==> src/rtl/mem_arbiter_if.sv <==
// Bundle of fetch, data-access and shared single-port memory signals around mem_arbiter.
// The slave modport is the arbiter's view; master is the pipeline/memory side.
interface mem_arbiter_if;
    logic        if_req;
    logic [31:0] if_addr;
    logic [31:0] if_inst;
    logic        if_ready;
    logic        flush;

    logic        mem_req;
    logic        mem_we;
    logic [31:0] mem_addr;
    logic [31:0] mem_wdata;
    logic [3:0]  mem_sel;
    logic [31:0] mem_rdata;
    logic        mem_ready;

    logic        stall_if;
    logic        stall_mem;

    logic        ram_ce;
    logic        ram_we;
    logic [31:0] ram_addr;
    logic [31:0] ram_wdata;
    logic [3:0]  ram_sel;
    logic [31:0] ram_rdata;

    modport slave (
        input  if_req, if_addr, flush,
        input  mem_req, mem_we, mem_addr, mem_wdata, mem_sel,
        input  ram_rdata,
        output if_inst, if_ready, mem_rdata, mem_ready,
        output stall_if, stall_mem,
        output ram_ce, ram_we, ram_addr, ram_wdata, ram_sel
    );

    modport master (
        output if_req, if_addr, flush,
        output mem_req, mem_we, mem_addr, mem_wdata, mem_sel,
        output ram_rdata,
        input  if_inst, if_ready, mem_rdata, mem_ready,
        input  stall_if, stall_mem,
        input  ram_ce, ram_we, ram_addr, ram_wdata, ram_sel
    );
endinterface

==> src/rtl/mem_arbiter.sv <==
// Arbitrates instruction fetch and data access onto one single-port memory with a fixed
// access latency of LAT cycles; grants alternate when both sides keep requesting.
module mem_arbiter #(
    parameter int unsigned LAT = 2
) (
    input  logic         clk,
    input  logic         rst,
    mem_arbiter_if.slave bus
);

    if (LAT < 1 || LAT > 15) begin : g_lat_check
        $error("mem_arbiter: LAT must be within 1..15");
    end

    typedef enum logic [1:0] {IDLE, IF_BUSY, MEM_BUSY, DONE} state_t;
    typedef enum logic {GRANT_IF, GRANT_MEM} grant_t;

    state_t      state;
    state_t      state_next;
    grant_t      last_grant;
    logic [3:0]  count;
    logic        cancel;
    logic [31:0] addr_q;
    logic [31:0] wdata_q;
    logic        we_q;
    logic [3:0]  sel_q;
    logic [31:0] rdata_q;
    logic [31:0] inst_hold;
    logic [31:0] rdata_hold;

    logic        fetch_ok;
    logic        grant_mem;
    logic        grant_fetch;
    logic        busy;
    logic        if_ready_w;
    logic        mem_ready_w;

    always_ff @(posedge clk or negedge rst) begin
        if (!rst) begin
            state <= IDLE;
        end else begin
            state <= state_next;
        end
    end

    // Grant decision, access sequencing and all combinational outputs.
    // last_grant names the requester of the access currently in DONE.
    always_comb begin
        state_next  = state;
        grant_mem   = 1'b0;
        grant_fetch = 1'b0;
        fetch_ok    = bus.if_req && !bus.flush;

        case (state)
            IDLE: begin
                if (bus.mem_req && fetch_ok) begin
                    if (last_grant == GRANT_MEM) begin
                        grant_fetch = 1'b1;
                    end else begin
                        grant_mem = 1'b1;
                    end
                end else if (bus.mem_req) begin
                    grant_mem = 1'b1;
                end else if (fetch_ok) begin
                    grant_fetch = 1'b1;
                end
                if (grant_mem) begin
                    state_next = MEM_BUSY;
                end else if (grant_fetch) begin
                    state_next = IF_BUSY;
                end
            end
            IF_BUSY, MEM_BUSY: begin
                if (count == 4'd0) begin
                    state_next = DONE;
                end
            end
            DONE: begin
                state_next = IDLE;
            end
            default: begin
                state_next = IDLE;
            end
        endcase

        busy        = (state == IF_BUSY) || (state == MEM_BUSY);
        if_ready_w  = (state == DONE) && (last_grant == GRANT_IF) && !cancel && !bus.flush;
        mem_ready_w = (state == DONE) && (last_grant == GRANT_MEM);

        bus.ram_ce    = busy;
        bus.ram_we    = busy && we_q;
        bus.ram_addr  = busy ? addr_q  : 32'h0;
        bus.ram_wdata = busy ? wdata_q : 32'h0;
        bus.ram_sel   = busy ? sel_q   : 4'h0;

        bus.if_ready  = if_ready_w;
        bus.mem_ready = mem_ready_w;
        bus.if_inst   = if_ready_w  ? rdata_q : inst_hold;
        bus.mem_rdata = mem_ready_w ? rdata_q : rdata_hold;

        // Stalls are gated by reset so every output is quiet while reset is held.
        bus.stall_if  = rst && bus.if_req  && !if_ready_w;
        bus.stall_mem = rst && bus.mem_req && !mem_ready_w;
    end

    always_ff @(posedge clk or negedge rst) begin
        if (!rst) begin
            last_grant <= GRANT_IF;
            count      <= 4'd0;
            cancel     <= 1'b0;
            addr_q     <= 32'h0;
            wdata_q    <= 32'h0;
            we_q       <= 1'b0;
            sel_q      <= 4'h0;
            rdata_q    <= 32'h0;
            inst_hold  <= 32'h0;
            rdata_hold <= 32'h0;
        end else begin
            case (state)
                IDLE: begin
                    cancel <= 1'b0;
                    if (grant_mem) begin
                        addr_q  <= bus.mem_addr;
                        wdata_q <= bus.mem_wdata;
                        we_q    <= bus.mem_we;
                        sel_q   <= bus.mem_sel;
                        count   <= 4'(LAT - 1);
                    end else if (grant_fetch) begin
                        addr_q  <= bus.if_addr;
                        wdata_q <= 32'h0;
                        we_q    <= 1'b0;
                        sel_q   <= 4'hF;
                        count   <= 4'(LAT - 1);
                    end
                end
                IF_BUSY, MEM_BUSY: begin
                    if (state == IF_BUSY && bus.flush) begin
                        cancel <= 1'b1;
                    end
                    if (count == 4'd0) begin
                        rdata_q    <= we_q ? 32'h0 : bus.ram_rdata;
                        last_grant <= (state == IF_BUSY) ? GRANT_IF : GRANT_MEM;
                    end else begin
                        count <= count - 4'd1;
                    end
                end
                DONE: begin
                    cancel <= 1'b0;
                    if (if_ready_w) begin
                        inst_hold <= rdata_q;
                    end
                    if (mem_ready_w) begin
                        rdata_hold <= rdata_q;
                    end
                end
                default: begin
                    cancel <= 1'b0;
                end
            endcase
        end
    end

endmodule

==> src/flat_wrapper.sv <==
// flat-port wrapper written by rule: the top's interface ports become plain ports
module mem_arbiter_flat 
#(
    parameter int unsigned LAT = 2
)
  (clk, rst, bus_if_req, bus_if_addr, bus_flush, bus_mem_req, bus_mem_we, bus_mem_addr, bus_mem_wdata, bus_mem_sel, bus_ram_rdata, bus_if_inst, bus_if_ready, bus_mem_rdata, bus_mem_ready, bus_stall_if, bus_stall_mem, bus_ram_ce, bus_ram_we, bus_ram_addr, bus_ram_wdata, bus_ram_sel);
  mem_arbiter_if bus_i ();
  input  logic clk;
  input  logic rst;
  input wire logic [$bits(bus_i.if_req)-1:0] bus_if_req;
  input wire logic [$bits(bus_i.if_addr)-1:0] bus_if_addr;
  input wire logic [$bits(bus_i.flush)-1:0] bus_flush;
  input wire logic [$bits(bus_i.mem_req)-1:0] bus_mem_req;
  input wire logic [$bits(bus_i.mem_we)-1:0] bus_mem_we;
  input wire logic [$bits(bus_i.mem_addr)-1:0] bus_mem_addr;
  input wire logic [$bits(bus_i.mem_wdata)-1:0] bus_mem_wdata;
  input wire logic [$bits(bus_i.mem_sel)-1:0] bus_mem_sel;
  input wire logic [$bits(bus_i.ram_rdata)-1:0] bus_ram_rdata;
  output wire logic [$bits(bus_i.if_inst)-1:0] bus_if_inst;
  output wire logic [$bits(bus_i.if_ready)-1:0] bus_if_ready;
  output wire logic [$bits(bus_i.mem_rdata)-1:0] bus_mem_rdata;
  output wire logic [$bits(bus_i.mem_ready)-1:0] bus_mem_ready;
  output wire logic [$bits(bus_i.stall_if)-1:0] bus_stall_if;
  output wire logic [$bits(bus_i.stall_mem)-1:0] bus_stall_mem;
  output wire logic [$bits(bus_i.ram_ce)-1:0] bus_ram_ce;
  output wire logic [$bits(bus_i.ram_we)-1:0] bus_ram_we;
  output wire logic [$bits(bus_i.ram_addr)-1:0] bus_ram_addr;
  output wire logic [$bits(bus_i.ram_wdata)-1:0] bus_ram_wdata;
  output wire logic [$bits(bus_i.ram_sel)-1:0] bus_ram_sel;
  assign bus_i.if_req = bus_if_req;
  assign bus_i.if_addr = bus_if_addr;
  assign bus_i.flush = bus_flush;
  assign bus_i.mem_req = bus_mem_req;
  assign bus_i.mem_we = bus_mem_we;
  assign bus_i.mem_addr = bus_mem_addr;
  assign bus_i.mem_wdata = bus_mem_wdata;
  assign bus_i.mem_sel = bus_mem_sel;
  assign bus_i.ram_rdata = bus_ram_rdata;
  assign bus_if_inst = bus_i.if_inst;
  assign bus_if_ready = bus_i.if_ready;
  assign bus_mem_rdata = bus_i.mem_rdata;
  assign bus_mem_ready = bus_i.mem_ready;
  assign bus_stall_if = bus_i.stall_if;
  assign bus_stall_mem = bus_i.stall_mem;
  assign bus_ram_ce = bus_i.ram_ce;
  assign bus_ram_we = bus_i.ram_we;
  assign bus_ram_addr = bus_i.ram_addr;
  assign bus_ram_wdata = bus_i.ram_wdata;
  assign bus_ram_sel = bus_i.ram_sel;
  mem_arbiter #(.LAT(LAT)) u_core (.clk(clk), .rst(rst), .bus(bus_i));
endmodule
==> config.mk <==
export PLATFORM = sky130hd
export DESIGN_NAME = mem_arbiter_flat
export DESIGN_NICKNAME = d
export VERILOG_FILES = /design/src/rtl/mem_arbiter_if.sv /design/src/rtl/mem_arbiter.sv /design/src/flat_wrapper.sv
export SDC_FILE = /design/constraint.sdc
export NUM_CORES = 1
export LEC_CHECK = 0
export BUFFER_PORTS_ARGS = -buffer_cell sky130_fd_sc_hd__buf_2
export CAP_MARGIN = 0
export CORE_MARGIN = 1
export CORE_UTILIZATION = 55
export DETAILED_ROUTE_END_ITERATION = 8
export GPL_TIMING_DRIVEN = 0
export HOLD_SLACK_MARGIN = 0.05
export PLACE_DENSITY = 0.83
export SYNTH_ARGS = -nofsm -noshare
export SYNTH_HDL_FRONTEND = slang
export SYNTH_SLANG_ARGS = --single-unit
==> constraint.sdc <==
create_clock -name clk -period 4.5 [get_ports clk]
set_clock_uncertainty 0.2 [all_clocks]
set_input_delay 0.225 -clock clk [delete_from_list [all_inputs] [get_ports clk]]
set_output_delay 0.225 -clock clk [all_outputs]
set_load 0.02 [all_outputs]
==> summary.md <==
| Metric | Value |
|---|---|
| Mux cell area share after synthesis | `between 10% and 20%` |
| DRC | `0` |
| Async SR Flop Fraction | `100.0%` |
| Final Max Slew Viols | `0` |
| Worst reg2reg path endpoint | `u_core.addr_q[23]` |
| Synth Net Count | `~850` |
| Critical path class | `flip-flop to primary output` |
| Period minus WS final | `3.001 ns` |
| Worst r2r src | `u_core.state[0]` |
| Starting Density | `56.27%` |
| Crit-path cells | `inv_1 > ha_1 > clkbuf_1 > clkbuf_1 > and2_1 > buf_2` |
| Lkg Pwr | `~6.0 nW` |
| Dpl cells | `roughly 1200` |
| PnR worst setup slack | `approximately 1.5 ns` |
| Seq/Total Area, Yosys | `a little over half` |
| Largest net degree at the start of global routing | `119` |
| Distinct cells, synth | `39` |
| GPL Wtd Cong | `0.8190` |
| Worst r2r path cells | `8` |
| CTS clk-pin slew, worst paths | `~0.060 ns` |
| Adder-Cell Fraction of Synth Area | `less than 1%` |
| Clk root buf | `clkbuf_16` |
| Total power | `just under 9 mW` |
| Vias in the first global route | `7878` |
| Top Family by Delay on Critical Path | `buffers and inverters` |
| Placed standard-cell area | `slightly below 10000 um^2` |
| XOR/XNOR Fraction of Synth Area | `0%` |
| Clock buffer depth | `2` |
| Height of the die | `about 120 um` |
| CTS H-tree lvls | `4` |
| Die Width | `123.9 um` |
| Detailed Place HPWL | `about 16000 um` |
| TritonCTS buffer count | `17` |
| I/O pin total | `roughly 280` |
| Largest family of logic cells by synthesized area | `multiplexers` |
| Required time worst endpoint | `a little over 4 ns` |
| NumNets Final | `roughly 1300` |
| Rel. slew slack | `between 50% and 60%` |
| CTS tree | `built` |
| Max rail drop VDD | `approximately 0.4 mV` |
| Syn Inst Count | `just over 700` |
| Fin util | `about four fifths` |
| Layout cells sized above 1 | `a little under two fifths` |
| Setup_tns | `0 ns` |
| ANT nets after route | `0` |
| Synthesis-to-finish area growth | `43.82%` |
| DR iter-0 viols | `between 600 and 700` |
| Slowest Stage Delay on Critical Path | `roughly 0.50 ns` |
| Post-synth EDFFs | `0` |
| Most common cell after layout, fill and taps aside | `buf_2` |
| PD cells | `746.6 nW/um^2` |
| Initial antenna violation count | `2` |
| DIE AREA | `between 15000 and 20000 um^2` |
| Max Cap Viol | `0` |
| GRT Total Usage | `36.80%` |
| WP data arrival | `2.58 ns` |
| Core area | `roughly 15000 um^2` |
| Clk sink count | `173` |
| Worst-skew pair later-pin latency | `around 0.43 ns` |
| First-pass GRT wire length | `41920 um` |
| Crit-path most repeated cell | `clkbuf_1` |
| Fmax | `about 0.33 GHz` |
| Crit path launch type | `flip-flop` |
| DP Worst Slack | `roughly 2.0 ns` |
| Min-Delay Path Class | `input port to async pin` |
| Syn Area/Cell | `~12 um^2` |
| Vias after detailed routing | `7615` |
| GRT overflow | `0` |
| Simple-Gate Fraction of Synth Area | `roughly 12%` |
| Crit-path max FO | `10` |
| # rows | `44` |
| IO buf count | `275` |
| Layout Cells excl Fill | `approximately 1300` |
| CP Capture Type | `primary output` |
| Unrepaired setup endpoints after global routing | `no` |
| Final worst-path cycle share | `66.68%` |
| Top_reg_cell synth | `dfrtp_1` |
| Slew @ Worst Pin | `0.6124 ns` |
| Warnings, synthesis | `0` |
| Final design area excluding fillers | `11760 um^2` |
| Yosys reg bits | `173` |
| Fin Hold WS | `0.1140 ns` |
| Worst Path Buf+Inv | `4` |
| Post-Syn Area | `roughly 8200 um^2` |
| Status | `complete, no violations` |
| DR pass1 iterations | `5` |
| DRT Wirelength | `~28000 um` |
| Synth Area in Compound Gates | `11.63%` |
| R2R setup slack | `between 1.5 and 2 ns` |
| Via density | `approximately 5.7` |
| Most frequent cells in the layout | `289 x buf_2, 173 x dfrtp_1, 135 x dlygate4sd3_1` |
| Final setup violation count | `0` |
| Crit path max-delay cell type | `clkbuf_1` |
| WL/cell | `roughly 21 um` |
| Final hold violations | `0` |
[state kept, by name, summed over array words and instances (netlist names)]
register           count
u_core.cancel          1
u_core.wdata_q        32
u_core.rdata_hold     32
u_core.addr_q         32
u_core.rdata_q        32
u_core.count           4
u_core.state           2
u_core.sel_q           4
u_core.last_grant      1
u_core.we_q            1
u_core.inst_hold      32
[logic make-up after synthesis]
group | Yosys count
and+or+nand+nor | 187
DFF | 173
AOI/OAI and AO/OA | 149
muxes | 131
buffers and inverters | 58
adders and majority gates | 6
[timing repair]
item	in CTS	in global routing
buffers inserted	0	0
resized for setup	0	0
hold buffers	135	0
hold endpoints to repair	188	0
[power breakdown]
part	switching (mW)	total, mW	leakage, nW	internal [mW]
combinational	2.68	4.54	3.49	1.86
sequential	0.502	2.76	2.19	2.26
clock	0.618	1.48	0.293	0.859
[cell usage after synthesis (5+ instances only)]
cell / n / share of area (%)
a22o_1: 33 / 3.5
and2_1: 70 / 5.4
buf_2: 15 / 0.92
buf_4: 6 / 0.55
buf_6: 11 / 1.5
clkbuf_1: 20 / 0.92
dfrtp_1: 173 / 53
ha_1: 6 / 0.92
inv_1: 5 / 0.23
mux2_1: 40 / 5.5
mux2_2: 90 / 12
nand2_1: 69 / 3.2
nand2b_1: 34 / 2.6
o21ai_0: 20 / 1.2
o21ai_1: 51 / 3.1
o22ai_1: 32 / 2.4
[metal layers]
layer  global-route usage (%)  vias up  part of all wire, %
met1                    42.61     3641                   37
li1                         -     3328                    -
met3                    10.58      146                  8.8
met2                    60.49      498                   48
met4                    22.32        2                  5.9
met5                        0        -                0.047
[how the worst max path moves through the flow]
stage | startpoint | cells after the start | slack (ns) | to
after global routing | u_core.state[0] | 6 | 1.39 | bus_ram_wdata[25]
after global placement | rst | 4 | 0.29 | bus_stall_if
after CTS | u_core.state[0] | 6 | 1.51 | bus_ram_wdata[0]
final | u_core.state[0] | 6 | 1.50 | bus_ram_wdata[2]
after floorplan | u_core.state[0] | 8 | 2.38 | u_core.rdata_q[0]
after detailed placement | u_core.state[0] | 6 | 2.00 | bus_ram_wdata[31]
[final cells by class]
type,count,area [um^2]
buffer,52,319.1
clock buffer,21,470.5
clock inverter,10,115.1
sequential,173,4329
antenna,1,2.502
timing repair buffer,411,2765
inverter,6,22.52
tap,184,230.2
fill,790,2773
multi-input combinational,473,3507
No activity file was read; power rests on OpenSTA's default activity.
